### config.mk
export PLATFORM = sky130hd
export DESIGN_NAME = load_store_unit
export DESIGN_NICKNAME = d
export VERILOG_FILES = /design/src/rtl/load_store_unit.sv
export SDC_FILE = /design/constraint.sdc
export NUM_CORES = 1
export LEC_CHECK = 0
export ABC_AREA = 0
export CAP_MARGIN = 20
export CORE_ASPECT_RATIO = 1.5
export CORE_MARGIN = 2
export CORE_UTILIZATION = 45
export DETAILED_ROUTE_END_ITERATION = 8
export GPL_TIMING_DRIVEN = 0
export PLACE_DENSITY = 0.8
export SYNTH_ARGS = -nofsm -noshare
export SYNTH_HDL_FRONTEND = slang
export SYNTH_SLANG_ARGS = --single-unit
### constraint.sdc
create_clock -name clk -period 3.9 [get_ports clk]
set_input_delay 0.78 -clock clk [delete_from_list [all_inputs] [get_ports clk]]
set_output_delay 0.78 -clock clk [all_outputs]
set_load 0.05 [all_outputs]
### src/rtl/load_store_unit.sv
// Data-side load/store unit. It serves the core's lsu_en/lsu_done handshake and drives a req/gnt/rvalid data bus.
// Misaligned accesses either become two word transactions or are rejected with an error, selected by SPLIT_MISALIGNED.
module load_store_unit #(
    parameter int ADDR_WIDTH       = 32,
    parameter bit SPLIT_MISALIGNED = 1'b1
) (
    input  logic                  clk,
    input  logic                  rst_n,
    input  logic                  lsu_en_i,
    input  logic                  lsu_we_i,
    input  logic [1:0]            lsu_type_i,
    input  logic                  lsu_sign_ext_i,
    input  logic [ADDR_WIDTH-1:0] lsu_addr_i,
    input  logic [31:0]           lsu_wdata_i,
    output logic                  lsu_done_o,
    output logic [31:0]           lsu_rdata_o,
    output logic                  lsu_err_o,
    output logic                  data_req_o,
    input  logic                  data_gnt_i,
    input  logic                  data_rvalid_i,
    output logic [ADDR_WIDTH-1:0] data_addr_o,
    output logic                  data_we_o,
    output logic [3:0]            data_be_o,
    output logic [31:0]           data_wdata_o,
    input  logic [31:0]           data_rdata_i
);

    // state | meaning
    // IDLE  | waiting for lsu_en_i
    // REQ   | bus request held until grant
    // WAIT  | granted, waiting for rvalid
    // DONE  | one-cycle completion pulse
    typedef enum logic [1:0] {IDLE, REQ, WAIT, DONE} state_t;

    state_t state_q, state_d;
    logic   phase_q, phase_d;

    logic                  we_q, sign_q, mis_q;
    logic [1:0]            type_q;
    logic [ADDR_WIDTH-1:0] addr_q;
    logic [31:0]           rdata0_q, rdata0_d;
    logic                  capture;
    logic                  mis_in;

    logic                  req_d, we_d, done_d, err_d;
    logic [ADDR_WIDTH-1:0] addr_d;
    logic [3:0]            be_d;
    logic [31:0]           wdata_d, rdata_d;

    function automatic logic is_mis(input logic [1:0] typ, input logic [1:0] off);
        return ((typ == 2'b01) && (off == 2'b11)) || (typ[1] && (off != 2'b00));
    endfunction

    // Byte enables of both bus words packed into 8 bits; phase selects the half.
    function automatic logic [3:0] lane_be(input logic [1:0] typ, input logic [1:0] off,
                                           input logic ph);
        logic [7:0] be9;
        case (typ)
            2'b00:   be9 = 8'b0000_0001;
            2'b01:   be9 = 8'b0000_0011;
            default: be9 = 8'b0000_1111;
        endcase
        be9 = be9 << off;
        return ph ? be9[7:4] : be9[3:0];
    endfunction

    function automatic logic [31:0] rotl(input logic [31:0] d, input logic [1:0] off);
        logic [63:0] dd;
        dd = {d, d} << {off, 3'b000};
        return dd[63:32];
    endfunction

    function automatic logic [31:0] load_result(input logic [31:0] first, input logic [31:0] second,
                                                input logic split, input logic [1:0] off,
                                                input logic [1:0] typ, input logic sign);
        logic [31:0] raw;
        raw = first >> {off, 3'b000};
        if (split) begin
            raw = raw | (second << (6'd32 - {1'b0, off, 3'b000}));
        end
        case (typ)
            2'b00:   return {{24{sign & raw[7]}}, raw[7:0]};
            2'b01:   return {{16{sign & raw[15]}}, raw[15:0]};
            default: return raw;
        endcase
    endfunction

    assign mis_in = is_mis(lsu_type_i, lsu_addr_i[1:0]);

    always_ff @(posedge clk or negedge rst_n) begin
        if (!rst_n) begin
            state_q <= IDLE;
            phase_q <= 1'b0;
        end else begin
            state_q <= state_d;
            phase_q <= phase_d;
        end
    end

    always_comb begin
        state_d  = state_q;
        phase_d  = phase_q;
        rdata0_d = rdata0_q;
        capture  = 1'b0;
        req_d    = data_req_o;
        addr_d   = data_addr_o;
        we_d     = data_we_o;
        be_d     = data_be_o;
        wdata_d  = data_wdata_o;
        done_d   = 1'b0;
        rdata_d  = lsu_rdata_o;
        err_d    = lsu_err_o;
        case (state_q)
            IDLE: begin
                if (lsu_en_i) begin
                    capture = 1'b1;
                    if (mis_in && !SPLIT_MISALIGNED) begin
                        state_d = DONE;
                        done_d  = 1'b1;
                        err_d   = 1'b1;
                    end else begin
                        state_d = REQ;
                        phase_d = 1'b0;
                        req_d   = 1'b1;
                        addr_d  = {lsu_addr_i[ADDR_WIDTH-1:2], 2'b00};
                        we_d    = lsu_we_i;
                        be_d    = lane_be(lsu_type_i, lsu_addr_i[1:0], 1'b0);
                        wdata_d = rotl(lsu_wdata_i, lsu_addr_i[1:0]);
                    end
                end
            end
            REQ: begin
                if (data_gnt_i) begin
                    state_d = WAIT;
                    req_d   = 1'b0;
                end
            end
            WAIT: begin
                if (data_rvalid_i) begin
                    if (mis_q && !phase_q) begin
                        rdata0_d = data_rdata_i;
                        phase_d  = 1'b1;
                        state_d  = REQ;
                        req_d    = 1'b1;
                        addr_d   = {addr_q[ADDR_WIDTH-1:2], 2'b00} + ADDR_WIDTH'(4);
                        be_d     = lane_be(type_q, addr_q[1:0], 1'b1);
                    end else begin
                        state_d = DONE;
                        done_d  = 1'b1;
                        err_d   = 1'b0;
                        if (!we_q) begin
                            // After a split the first word sits in rdata0_q and the second is on the bus now.
                            rdata_d = load_result(mis_q ? rdata0_q : data_rdata_i, data_rdata_i,
                                                  mis_q, addr_q[1:0], type_q, sign_q);
                        end
                    end
                end
            end
            DONE: begin
                state_d = IDLE;
            end
            default: begin
                state_d = IDLE;
            end
        endcase
    end

    always_ff @(posedge clk or negedge rst_n) begin
        if (!rst_n) begin
            we_q         <= 1'b0;
            sign_q       <= 1'b0;
            mis_q        <= 1'b0;
            type_q       <= 2'b00;
            addr_q       <= '0;
            rdata0_q     <= '0;
            data_req_o   <= 1'b0;
            data_addr_o  <= '0;
            data_we_o    <= 1'b0;
            data_be_o    <= 4'b0000;
            data_wdata_o <= '0;
            lsu_done_o   <= 1'b0;
            lsu_rdata_o  <= '0;
            lsu_err_o    <= 1'b0;
        end else begin
            if (capture) begin
                we_q   <= lsu_we_i;
                sign_q <= lsu_sign_ext_i;
                mis_q  <= mis_in;
                type_q <= lsu_type_i;
                addr_q <= lsu_addr_i;
            end
            rdata0_q     <= rdata0_d;
            data_req_o   <= req_d;
            data_addr_o  <= addr_d;
            data_we_o    <= we_d;
            data_be_o    <= be_d;
            data_wdata_o <= wdata_d;
            lsu_done_o   <= done_d;
            lsu_rdata_o  <= rdata_d;
            lsu_err_o    <= err_d;
        end
    end

endmodule

==> metrics.txt <==
DRT iter0 DRCs 527; cell count after placement 1319; largest family of logic cells by synthesized area multiplexers; Hold WS slightly above 0.3 ns; slew of the pin with the lowest slew margin 1.10 ns; Synth Flop Type dfrtp_1; multi-input logic area 4910 µm²; top cells by count, synth dfrtp_1 (172), mux2_2 (114), nand2_1 (72); Post-Route WL 29000 µm; RSZ-0062 raised after global routing false; clock sink total 172; num ports 209; GR Overflow Total 0; vias in the first global route 8057; RR Startpoint addr_q[1]$_DFFE_PN0P_; status finished clean; layout cells sized above 1 19.5%; Mapped Area 9520 µm²; Async SR Flop Fraction 100%; CP startpoint kind flip-flop; Reg-to-Reg End lsu_rdata_o[16]$_DFFE_PN0P_; iteration count of the initial detailed-routing pass 5; Bufs and invs on worst path 3; area occupied by registers 4300 µm²; Avg Inst Size Synth 11.3 µm²; worst relative slew slack ~26%; number of max-cap violations 0; Routed WL per cell 21.4 µm; Fillers 1743; Post-synth EDFFs 0; Slew Limit Fails 0; Finish-stage setup viols 0; fin nets 1178; Layout area overhead 31.0%; Final Critical Period ~3.6 ns; pin count of the biggest net entering global routing 97; # port buffers 204; worst reg-to-reg path cell count 8; via count 7969; CP startpoint addr_q[1]$_DFFE_PN0P_; synthesized flop and latch total 172; worst path required time 4.27 ns; Crit. path cell count 8; DRT antenna net count 0; sequential fraction of the synthesis area a little under half; clock slew at reported path FFs ~0.060 ns; endpoints failing hold 0; fin cells 1352; Core Area approximately 21000 µm²; Root Buffer clkbuf_16; TritonCTS clock tree done; initial antenna violation count 1; Final Skew roughly 0.014 ns; top-count cell post-synth dfrtp_1; Clock Latency Late Sink 0.44 ns; Starting Density 45.6%; post-synth top area cell dfrtp_1; synth top area cells dfrtp_1 (45%), mux2_2 (13%), mux4_2 (7.8%); Die Span Y roughly 180 µm; maximum VDD drop 0.626 mV; Top delay family on crit path buffers and inverters; fmax 277 MHz; mux cell area share after synthesis about a quarter; H-Tree Level Count 4; CP endpoint kind flip-flop; Chip Width 123 µm; Mapped Cells 844; Detailed Place HPWL 21700 µm; end of the critical path lsu_rdata_o[16]$_DFFE_PN0P_; DRC violations left 0; Lkg Pwr 4.97 nW; reg2reg setup slack 0.29 ns; CTS Buffer Depth 2; Crit path arrival time 3.98 ns; CP peak stage delay 0.68 ns; Yosys warning count 0; most used cell, CP clkbuf_1; PwrDens 916 nW/µm²; Num CTS Buffers 17; post-synthesis simple-gate area fraction 9.87%; Post-Synth XOR/XNOR Area 2.30%; Tot GR Track Use 26.6%; CP max-delay cell dfrtp_1; Setup TNS Final 0 ns; Vias per Instance 5.89; GP Congestion between 0.9 and 1; FP Rows 65; final cell utilization of the core about three fifths; Synth top area share between 40% and 50%; die area approximately 22000 µm²; adder-cell share of the synthesized area less than 1%; CP Max Fanout 16; worst path cell trace clkinvlp_4, clkbuf_1, ha_1, clkbuf_1, nor2b_1, a21oi_1, o22ai_1, a221o_1; Setup Crit Path Kind reg2reg; Tcrit/Tclk final 92.4%; first-pass GRT wire length 45000 µm; worst min path class in2async; synth unique cells 56; Compound-Gate Fraction of Synth Area 13.4%
metrics by stage:
stage / instance area (µm²) / total power [mW] / setup slack, ns
floorplan: 9530 / 7.60 / 0.963
global placement: 11900 / 9.75 / -5.17
detailed placement: 11900 / 9.84 / 0.0684
finish: 12500 / 11.4 / 0.295
global route: 12500 / 12.0 / 0.104
CTS: 12500 / 11.4 / 0.0339
report_power, final:
part | leakage (nW) | internal, mW | total [mW] | switching (mW)
combinational | 2.67 | 2.48 | 6.59 | 4.11
clock | 0.241 | 0.825 | 1.55 | 0.721
sequential | 2.06 | 2.65 | 3.29 | 0.646
how the worst min path moves through the flow:
stage                              from                           to  cells past startpoint
2_1_floorplan       phase_q$_DFFE_PN0P_          phase_q$_DFFE_PN0P_                      1
3_3_place_gp   data_be_o[3]$_DFFE_PN0P_     data_be_o[3]$_DFFE_PN0P_                      2
3_5_place_dp   data_be_o[3]$_DFFE_PN0P_     data_be_o[3]$_DFFE_PN0P_                      2
4_1_cts                           rst_n  lsu_rdata_o[13]$_DFFE_PN0P_                      1
5_1_grt                           rst_n  lsu_rdata_o[13]$_DFFE_PN0P_                      1
6_report                          rst_n  lsu_rdata_o[13]$_DFFE_PN0P_                      1
placed cells by master (no fill, tap or decap), drive strengths merged, types with 26 or more instances in the layout:
| master | synthesis | final |
|---|---|---|
| a21oi | 48 | 48 |
| buf | 23 | 26 |
| clkbuf | 42 | 63 |
| clkdlybuf4s50 | 0 | 203 |
| dfrtp | 172 | 172 |
| mux2 | 114 | 114 |
| mux2i | 41 | 41 |
| mux4 | 33 | 33 |
| nand2 | 73 | 73 |
| nor2 | 45 | 45 |
| o21ai | 49 | 49 |
repair_timing:
item / 4_1_cts / 5_1_grt
setup endpoints to repair: 0 / 24
hold buffers: 0 / 0
setup buffers: 0 / 1
hold endpoints to repair: 0 / 0
resized for setup: 0 / 1
routing by layer:
metal,track usage (%),wire [µm]
met2,46.0,15200
met5,0,0
met3,4.59,1420
met1,30.4,10800
met4,15.4,1580
worst reg2reg max path: stages (launching register included):
cell        delay [ns]
dfrtp_1           0.68
clkinvlp_4        0.40
clkbuf_1          0.31
ha_1              0.34
clkbuf_1          0.43
nor2b_1           0.64
a21oi_1           0.18
o22ai_1           0.36
a221o_1           0.20
flip-flops by register name, summed over array words and instances, names as in the netlist:
| register | cells |
|---|---|
| phase_q | 1 |
| data_wdata_o | 32 |
| addr_q | 32 |
| type_q | 2 |
| state_q | 2 |
| data_addr_o | 30 |
| sign_q | 1 |
| lsu_rdata_o | 32 |
| mis_q | 1 |
| rdata0_q | 32 |
| lsu_done_o | 1 |
| data_req_o | 1 |
| data_be_o | 4 |
| we_q | 1 |
area by class of cell:
class	count	share of cell area, %
Multi-Input combinational cell	602	39.3
Sequential cell	172	34.5
Timing Repair Buffer	207	16.7
Clock buffer	21	3.61
Tap cell	268	2.69
Buffer	64	2.32
Clock inverter	10	0.562
Inverter	7	0.241
Antenna cell	1	0.0201
kinds of logic after synthesis:
group	after synthesis
compound gates	192
xor+xnor	25
fa+ha+maj	2
buf+inv	72
flops	172
mux	188
other cells	1
simple gates	192
No activity file was read; power rests on OpenSTA's default activity.
